File: src/rtl/cam_capture_rgb332.sv
// cam_capture_rgb332
//   Receives the OV7670 parallel pixel stream on pclk. Each RGB565 byte pair
//   becomes one RGB332 pixel, and the pixel is written sequentially into the
//   frame-buffer write port of the dual-port RAM.
//
// Ports
//   pclk            camera pixel clock. This is the only clock (rising edge).
//   rst             asynchronous reset, active low
//   CAM_vsync       high = frame blanking. A frame starts on its falling edge.
//   CAM_href        high = CAM_px_data carries a valid byte this cycle
//   CAM_px_data     camera byte
//   capture_en      level input. Arms capture of the next frame.
//   DP_RAM_addr_in  write address. Holds its value between writes.
//   DP_RAM_data_in  RGB332 pixel. Holds its value between writes.
//   DP_RAM_regW     write strobe, one pclk wide per pixel
//   frame_done      one-cycle pulse after a complete frame
//   overflow        sticky. Set when more than IMG_W*IMG_H pixels arrive in a frame.
module cam_capture_rgb332 #(
  parameter int IMG_W = 160,
  parameter int IMG_H = 120,
  parameter int AW    = 15,
  parameter int DW    = 8
) (
  input  logic          pclk,
  input  logic          rst,
  input  logic          CAM_vsync,
  input  logic          CAM_href,
  input  logic [7:0]    CAM_px_data,
  input  logic          capture_en,
  output logic [AW-1:0] DP_RAM_addr_in,
  output logic [DW-1:0] DP_RAM_data_in,
  output logic          DP_RAM_regW,
  output logic          frame_done,
  output logic          overflow
);

  // The counter is one bit wider than the address.
  // This lets it hold IMG_W*IMG_H even when the frame fills the address space exactly.
  localparam logic [AW:0] TOTAL = (AW+1)'(IMG_W * IMG_H);

  typedef enum logic [1:0] {IDLE, WAIT_SOF, CAPTURE} state_t;

  state_t      state, nxt;
  logic        vsync_d;
  logic        fall, rise;
  logic        phase;
  logic [5:0]  byte1;      // only the R5 and G-high bits of the first byte are kept
  logic [AW:0] pix_cnt;
  logic        full;
  logic [7:0]  pixel;

  // Inputs are already in the pclk domain, so no synchronizers are used.
  assign fall  = vsync_d & ~CAM_vsync;
  assign rise  = ~vsync_d & CAM_vsync;
  assign full  = (pix_cnt == TOTAL);
  // R3 = R5[4:2], G3 = G6[5:3], B2 = B5[4:3]
  assign pixel = {byte1, CAM_px_data[4:3]};

  always_ff @(posedge pclk or negedge rst) begin
    if (!rst) state <= IDLE;
    else      state <= nxt;
  end

  always_comb begin
    nxt = state;
    case (state)
      IDLE:     if (capture_en) nxt = WAIT_SOF;
      WAIT_SOF: begin
        if (!capture_en) nxt = IDLE;
        else if (fall)   nxt = CAPTURE;
      end
      // capture_en is ignored while a frame is in progress.
      // A truncated frame re-arms unconditionally.
      // WAIT_SOF drops back to IDLE if capture_en is low.
      CAPTURE: begin
        if (rise) nxt = (full && !capture_en) ? IDLE : WAIT_SOF;
      end
      default:  nxt = IDLE;
    endcase
  end

  always_ff @(posedge pclk or negedge rst) begin
    if (!rst) begin
      vsync_d        <= 1'b0;
      phase          <= 1'b0;
      byte1          <= '0;
      pix_cnt        <= '0;
      DP_RAM_addr_in <= '0;
      DP_RAM_data_in <= '0;
      DP_RAM_regW    <= 1'b0;
      frame_done     <= 1'b0;
      overflow       <= 1'b0;
    end else begin
      vsync_d     <= CAM_vsync;
      DP_RAM_regW <= 1'b0;
      frame_done  <= 1'b0;
      case (state)
        WAIT_SOF: begin
          if (capture_en && fall) begin
            pix_cnt  <= '0;
            phase    <= 1'b0;
            overflow <= 1'b0;
          end
        end
        CAPTURE: begin
          if (rise) begin
            // End of frame wins over a byte sampled on the same edge.
            phase      <= 1'b0;
            frame_done <= full;
          end else if (CAM_href) begin
            if (!phase) begin
              byte1 <= {CAM_px_data[7:5], CAM_px_data[2:0]};
              phase <= 1'b1;
            end else begin
              phase <= 1'b0;
              if (pix_cnt < TOTAL) begin
                DP_RAM_data_in <= DW'(pixel);
                DP_RAM_addr_in <= pix_cnt[AW-1:0];
                DP_RAM_regW    <= 1'b1;
                pix_cnt        <= pix_cnt + 1'b1;
              end else begin
                overflow <= 1'b1;
              end
            end
          end else begin
            // A gap in href drops any half pixel, so every line starts aligned.
            phase <= 1'b0;
          end
        end
        default: ;
      endcase
    end
  end

endmodule

File: config.mk
export PLATFORM = sky130hd
export DESIGN_NAME = cam_capture_rgb332
export DESIGN_NICKNAME = d
export VERILOG_FILES = /design/src/rtl/cam_capture_rgb332.sv
export SDC_FILE = /design/constraint.sdc
export NUM_CORES = 1
export LEC_CHECK = 0
export BUFFER_PORTS_ARGS = -buffer_cell sky130_fd_sc_hd__buf_4
export CORE_MARGIN = 3
export CORE_UTILIZATION = 27
export DETAILED_ROUTE_END_ITERATION = 10
export SLEW_MARGIN = 25
export SYNTH_ARGS = -nofsm -noshare
export SYNTH_HDL_FRONTEND = slang
export SYNTH_SLANG_ARGS = --single-unit
File: constraint.sdc
create_clock -name pclk -period 1.8 [get_ports pclk]
set_clock_uncertainty 0.2 [all_clocks]
set_input_delay 0.27 -clock pclk [delete_from_list [all_inputs] [get_ports pclk]]
set_output_delay 0.27 -clock pclk [all_outputs]
set_load 0.005 [all_outputs]
[After elaboration in Yosys (flattened, before gate mapping)]
Index checks and enable logic that the tools add are counted.
Word-level totals
  memory bits (read-only): 0
  output and inout port bits: 26
  flip-flop bits (word level): 52
  bits in latches: 0
  logic and storage cells: 70
  memory bits (writable): 0
  memories: 0
Operators by class
  eq/ne operators: 12
  order comparisons: 1
  add/sub/neg operators: 1
  multiplexer cells: 29
  $mul: 0
  shifts and indexed selects: 0
  div/mod/pow operators: 0
  reductions and logical operators: 11
  bitwise operators: 6
Operators by type and width (number)
  $mux W16: 5
  $pmux W16 S2: 1
  $add A16 B1 Y16 const B: 1
  $eq A16 B15 Y1 const B: 1
  $lt A16 B15 Y1 const B: 1
  $mux W1: 16
  $ne A2 B2 Y1 const B: 8
  $reduce_and A6 Y1: 2
  $mux W2: 4
  $pmux W2 S3: 1
  $reduce_and A5 Y1: 1
  $not A1 Y1: 4
  $pmux W1 S2: 2
  $reduce_and A4 Y1: 1
  $ne A3 B3 Y1 const B: 1
  $reduce_and A3 Y1: 1
  $and A1 B1 Y1: 2
  $eq A2 B1 Y1 const B: 1
  $eq A2 B2 Y1 const B: 1
  $logic_and A1 B1 Y1: 2
  $logic_not A2 Y1: 1
  $reduce_and A2 Y1: 1
  $reduce_bool A2 Y1: 1
  $logic_not A1 Y1: 1

[Logic depth before layout (Yosys ltp)]
Gate-level depths: netlist of the first run.
  depth in word-level cells: 6
  depth in mapped cells: 7
  mapped depth without buffers: 5

[Least setup slack after synthesis of the first run]
Ideal clock, no wire load.
  kind: reg-to-reg
  start: register pix_cnt[1]
  end: register pix_cnt[12]
  cell stages (with the launch flop): 6
  period minus slack after synthesis: 1877 ps
  arrival: 1551 ps
  path slack: -77 ps
  cells stage by stage: dfrtp_1 -> ha_1 -> nand4_2 -> or2_1 -> o2111a_1 -> a221o_1
On the way
  cells in the longest elaborated chain, start to end: 6
  elaborated cells on any way between the ends: 9
  those cells by class: 1 x add/sub; 1 x order compare; 1 x eq/ne; 5 x mux; 1 x reduce/logical
RTL lines
  start: declaration: line 48  | logic [AW:0] pix_cnt;
  start signal: assignment: line 120  | pix_cnt <= pix_cnt + 1'b1;
  $add A16 B1 Y16: line 120
  $mux W16: line 116  | if (pix_cnt < TOTAL) begin
  $mux W16: line 111  | if (!phase) begin
  $mux W16: line 110  | end else if (CAM_href) begin
  $mux W16: line 106  | if (rise) begin
  $pmux W16 S2: line 97  | case (state)
Parallel ways exist; a longest one is shown, timed or not. The select of a mux whose other input is x is not followed.
A chain may end at the register's enable or synchronous reset.

[Worst setup path after layout of the first run]
  start: register state[1]
  end: register pix_cnt[9]
On the way
  cells in the longest elaborated chain, start to end: 3
  elaborated cells on any way between the ends: 10
  those cells by class: 7 x eq/ne; 1 x mux; 2 x reduce/logical
RTL lines
  start: declaration: line 43  | state_t state, nxt;
  start signal: assignment: line 61  | else state <= nxt;
  $eq A2 B2 Y1 / $eq A2 B1 Y1 (equally long branches): line 97
  $ne A2 B2 Y1 (no source line) / $reduce_bool A2 Y1 (equally long branches)
  $reduce_and A6 Y1 (no source line)
Parallel ways exist; a longest one is shown, timed or not.

==> results by group, run 1 <==
Floorplanning
  – Top-level I/O count: 39
  – Die Area: 10070 sq um
  – Die W: 100.3 microns
  – Site row count: 33
  – Initial Utilization: 28.52%
  – DIE HEIGHT: 100.3 microns
  – Core Area: 8423 sq um

Placed design
  – Port bufs: 38
  – Placed Area: 3124 sq um
  – GPL Wtd Cong: 0.8372
  – Post-DP HPWL: 4436 microns

Power and ir drop
  – Cell internal pwr: 1801 uW
  – Comb pwr share: 17.0%
  – Switching fraction of total power: 27.59%
  – Clock power frac: 27.6%
  – Leak: 0.001639 uW
  – Cell Pwr Density: 707.7 nW/um^2
  – Net switching power: 686.2 uW
  – Seq pwr share: 55.4%
  – Worst vdd rail ir drop: 0.3516 mV

Synth
  – Post-synth EDFFs: 0
  – Synthesized cell area: 2402 sq um
  – Sequential area share after synthesis: 54.17%
  – Async set-reset flop share out of synthesis: 100.0%
  – Most frequent cell after synthesis: dfrtp_1
  – Ys Warns: 0
  – Dominant synthesized flop cell: dfrtp_1
  – Top post-synthesis cells by area: dfrtp_1 54%, mux2_2 8.0%, o21ai_0 4.4%, mux2_1 3.3%, a221o_1 2.5%
  – #FFs+latches synth: 52
  – Mapped Cells: 206
  – Mean post-synth cell area: 11.66 sq um
  – Mapped Nets: 221
  – Top cells by count, synth: 52 x dfrtp_1, 21 x o21ai_0, 17 x mux2_2, 11 x inv_1, 10 x nand3_1
  – Top cell type by total area after synthesis: dfrtp_1
  – Yosys top cell area share: 54.17%
  – Number of distinct library cells after synthesis: 49

Route
  – Via/cell ratio: 4.936
  – Remaining antenna violation count: 0
  – DRT met1 WL: 2932 microns
  – Met2 routed WL: 2869 microns
  – Final wirelength: 6231 microns
  – Met3 wire length: 385 microns
  – DRC Markers: 0
  – DR pass1 iterations: 4
  – Iter 0 DRT Violations: 88
  – Vias post-DR: 1999
  – Highest routed layer: met4
  – Drt wl/cell: 15.39 microns

Clocking
  – CTS Root Cell: clkbuf_8
  – Inserted Clock Buffers: 5
  – Clock Tree Buf Depth: 2
  – Clock latency on the worst-skew pair: 0.32 ns
  – Clock slew at reported path FFs: 0.09 ns
  – CTS H-tree lvls: 2
  – TritonCTS clock tree: built
  – Clk sink count: 52

Job
  – Max_cap viols: 0

STA
  – Minimum clock period: 1.801 ns
  – Max-slew violations: 0
  – Slew HR: 54.67%
  – RSZ-0062 raised after global routing: yes
  – Final setup margin: -0.0007370 ns
  – Actual slew at the worst max-slew pin: 0.6800 ns
  – Setup violators final: 1
  – Period utilization: 100.0%
  – Fmax: 555.3 MHz
  – Fin. Hold Viols: 0

Outcome
  – Failing checks: negative setup slack
  – Status: complete, but fails checks

Worst setup path
  – Crit path max fanout: 9
  – FF-to-FF setup slack: -0.0007 ns
  – Crit Path Class: reg2reg
  – Worst Setup End Kind: flop
  – Crit path DAT: 1.80 ns
  – Crit path launch type: flop
  – Crit path required time: 1.80 ns

Global routing
  – Grt ovf: 0
  – Vias in the first global route: 1997
  – Largest net degree at the start of global routing: 53
  – Global-route wire length before repair: 10140 microns
  – Initial antenna violation count: 0
  – GRT Overall Usage: 12.51%

Layout
  – Antenna cells: 0
  – Area delta synth->final: 46.30%
  – Layout Nets: 314
  – Final core occ: 41.73%
  – Post-route cell area: 3515 sq um
  – Fraction of layout cells with a size suffix above 1: 48.33%

Worst hold path
  – Worst hold path class: in2reg
[through the flow]
step,cells,setup TNS [ns],power [uW],hold WS (ns),setup slack [ns]
after floorplan,206,-0.002816,1551,-0.2256,-0.002816
final,405,-0.0007370,2487,0.04535,-0.0007370
after CTS,400,-0.02499,2487,0.02576,-0.02353
after global routing,405,-0.7215,2632,0.06196,-0.07807
after global placement,380,-0.07029,1760,0.1483,-0.03808
after detailed placement,380,-0.3769,1777,0.1534,-0.05669
[state kept, by name (all words and copies together) (netlist names)]
| signal | cells |
|---|---|
| DP_RAM_data_in | 8 |
| DP_RAM_regW | 1 |
| byte1 | 6 |
| DP_RAM_addr_in | 15 |
| vsync_d | 1 |
| pix_cnt | 16 |
| overflow | 1 |
| phase | 1 |
| state | 2 |
| frame_done | 1 |
[cell families after synthesis]
group | synth area share, %
multiplexers | 11.25
flip-flops | 54.17
AO/OA/AOI/OAI | 14.22
buffers and inverters | 4.688
adder cells (fa/ha/maj) | 1.042
XOR/XNOR | 0.3646
AND/OR/NAND/NOR | 14.27
[power groups by stage]
stage | clock network [uW] | logic (uW) | registers, uW
finish | 687 | 424 | 1380
global route | 770 | 468 | 1390
CTS | 710 | 406 | 1370
detailed placement | 0 | 384 | 1390
global placement | 0 | 372 | 1390
floorplan | 0 | 164 | 1390
[cell usage in the layout (no fill, tap or decap), types with 5 or more instances in the layout]
master         count
nand3_1            9
dfrtp_1           50
nand4_1            5
clkbuf_8           5
dlygate4sd3_1     10
a221o_1            6
inv_1             11
o21ai_0           19
nand2_1            5
nor3_1             7
buf_4             81
mux2_2            17
[layout make-up]
cell class                      count  area, sq um
Fill cell                         844         4908
Sequential cell                    52         1304
Multi-Input combinational cell    131         1114
Timing Repair Buffer               97        815.8
Tap cell                          105        131.4
Clock buffer                        5        68.82
Inverter                           12        57.56
Clock inverter                      3        23.77
[critical path, cell delays in order, from the launching register on]
cell and delay, ns:
dfrtp_1 0.40, and2b_2 0.23, and4_4 0.19, nand2_8 0.13, clkinv_8 0.08, buf_4 0.15, a221o_1 0.31
[worst paths after layout]
| check | from | endpoint | depth (start not counted) |
|---|---|---|---|
| hold / removal | capture_en | state[0]$_DFFE_PN0P_ | 3 |
| setup / recovery | state[1]$_DFFE_PN0P_ | pix_cnt[9]$_DFFE_PN0P_ | 6 |
| min in group asynchronous | rst | overflow$_DFFE_PN0P_ | 2 |
| setup reg to reg | state[1]$_DFFE_PN0P_ | pix_cnt[9]$_DFFE_PN0P_ | 6 |
| max in group asynchronous | rst | pix_cnt[4]$_DFFE_PN0P_ | 2 |
| hold reg to reg | pix_cnt[15]$_DFFE_PN0P_ | pix_cnt[15]$_DFFE_PN0P_ | 1 |
[per-layer routing]
metal	vias up	GRT usage, %
li1	956	-
met1	975	16.97
met2	61	19.27
met3	7	4.100
met4	0	3.212
met5	-	0
[timing repair]
action	4_1_cts	5_1_grt
cloned	0	1
pin swaps	5	8
resized for setup	7	23
hold endpoints to repair	61	0
setup endpoints to repair	16	42
setup buffers	2	4
hold buffers	10	0
No activity file was read; power rests on OpenSTA's default activity.
==> run 2, diff against run 1 <==
- SETUP_SLACK_MARGIN: default -> 0.3
==> run 2 against run 1 <==
Against the previous run: the run now ends clean; core utilization increased by 3.7 points; count of clock-buffer cells in the layout increased by 2; final cell count rose by 3.0%; worst hold slack lost 0.034 ns; final area increased by 8.8%; critical path depth down 1; flip-flop and latch count unchanged; critical path type unchanged.
==> results by group, run 2 (same netlist as run 1, synthesis figures left out) <==
Worst setup path
  – Critical R2R Launch: state[0]$_DFFE_PN0P_
  – Crit path max fanout: 21
  – Crit path launch type: flop
  – Crit Path Class: reg2reg
  – Crit path DAT: 1.79 ns
  – Critical Path Source: state[0]$_DFFE_PN0P_
  – Worst Setup End Kind: flop
  – Crit path required time: 1.81 ns

Route
  – Via/cell ratio: 5.041
  – Iter 0 DRT Violations: 102
  – DR pass1 iterations: 4
  – DRC Markers: 0
  – Remaining antenna violation count: 0
  – Vias post-DR: 2102
  – Drt wl/cell: 16.20 microns
  – Final wirelength: 6754 microns

Layout
  – Commonest non-fill, non-tap cell in the layout: buf_4
  – Antenna cells: 0
  – Max reg flops: 16
  – Fraction of layout cells with a size suffix above 1: 56.73%
  – Final core occ: 45.40%
  – Most frequent cells in the layout: 78 x buf_4, 47 x dfrtp_1, 19 x buf_6
  – Area delta synth->final: 59.17%
  – Biggest regs: pix_cnt: 16 flops, DP_RAM_addr_in: 15 flops, DP_RAM_data_in: 8 flops
  – Most flop-heavy register: pix_cnt
  – Layout Nets: 326

STA
  – Minimum clock period: 1.782 ns
  – RSZ-0062 raised after global routing: yes
  – Slew HR: 53.82%
  – Setup TNS: 0 ns
  – Fmax: 561.0 MHz
  – Actual slew at the worst max-slew pin: 0.6927 ns
  – Fin. Hold Viols: 0
  – Setup violators final: 0
  – Max-slew violations: 0
  – Period utilization: 99.03%

Global routing
  – Vias in the first global route: 2213
  – Grt ovf: 0
  – Initial antenna violation count: 0
  – GRT Overall Usage: 13.99%
  – Global-route wire length before repair: 11120 microns
  – Largest net degree at the start of global routing: 53

Worst hold path
  – Worst hold path class: in2reg
  – Worst Hold Launch: capture_en

Floorplanning
  – Top-level I/O count: 39
  – Die Area: 10070 sq um
  – DIE HEIGHT: 100.3 microns
  – Initial Utilization: 28.52%
  – Site row count: 33
  – Die W: 100.3 microns
  – Core Area: 8423 sq um

Placed design
  – Port bufs: 38
  – Post-DP HPWL: 4337 microns
  – GPL Wtd Cong: 0.8382

Clocking
  – CTS H-tree lvls: 2
  – CTS Root Cell: clkbuf_8
  – Clock latency on the worst-skew pair: 0.31 ns
  – Inserted Clock Buffers: 5
  – Clk sink count: 52
  – Clock slew at reported path FFs: 0.10 ns
  – TritonCTS clock tree: built
  – Clock Tree Buf Depth: 2

Job
  – Max_cap viols: 0

Power and ir drop
  – Worst vdd rail ir drop: 0.3671 mV
  – Power, Total: 2841 uW
  – Leak: 0.001790 uW
  – Cell Pwr Density: 743.1 nW/um^2

Outcome
  – Status: finished clean
-- run 2: stage by stage --
stage	std cells	cell area (sq um)	worst slack [ns]	hold slack [ns]
2_1_floorplan	206	2562	0.003736	-0.2256
3_3_place_gp	377	3171	-0.01981	0.1543
3_5_place_dp	377	3171	-0.05113	0.1640
4_1_cts	408	3650	-0.01264	0.009021
5_1_grt	417	3824	-0.04471	0.02666
6_report	417	3824	0.01752	0.01166
-- run 2: final timing paths --
kind | endpoint | slack, ns | cells after the start
min | state[0]$_DFFE_PN0P_ | 0.01 | 3
max reg2reg | DP_RAM_addr_in[13]$_DFFE_PN0P_ | 0.02 | 5
min in group asynchronous | DP_RAM_addr_in[4]$_DFFE_PN0P_ | 0.33 | 2
max in group asynchronous | pix_cnt[2]$_DFFE_PN0P_ | 0.57 | 2
min reg2reg | DP_RAM_addr_in[8]$_DFFE_PN0P_ | 0.31 | 2
max | DP_RAM_addr_in[13]$_DFFE_PN0P_ | 0.02 | 5
-- run 2: worst max-delay path, cell delays in order, from the launching register on --
cell,delay (ns)
dfrtp_1,0.39
and2b_2,0.25
and4_4,0.27
nand2_4,0.09
buf_12,0.17
mux2_4,0.30
-- run 2: layout make-up --
| type | instances | area [sq um] |
|---|---|---|
| sequential | 52 | 1308 |
| tap | 105 | 131.4 |
| fill | 809 | 4599 |
| clock buffer | 7 | 96.34 |
| clock inverter | 1 | 30.03 |
| timing repair buffer | 109 | 934.6 |
| inverter | 12 | 55.05 |
| multi-input combinational | 131 | 1269 |
-- run 2: routing by layer --
metal | part of all wire (%) | vias to the layer above | GRT usage [%]
li1 | - | 978 | -
met1 | 45 | 1055 | 18.03
met2 | 49 | 55 | 22.94
met3 | 3.8 | 14 | 2.502
met4 | 2.5 | 0 | 6.114
met5 | 0 | - | 0
-- run 2: report_power, final --
part           switching, uW  total [uW]  internal [uW]
Sequential              96.8        1380           1290
Clock                    415         906            492
Combinational            219         550            331
Total                    731        2840           2110
-- run 2: repair_timing --
item | 4_1_cts | 5_1_grt
setup buffers | 13 | 9
hold endpoints to repair | 61 | 0
endpoints found under the setup margin | 48 | 50
resized for setup | 40 | 27
hold buffers | 10 | 0
pin swaps | 15 | 16
gates cloned | 0 | 0
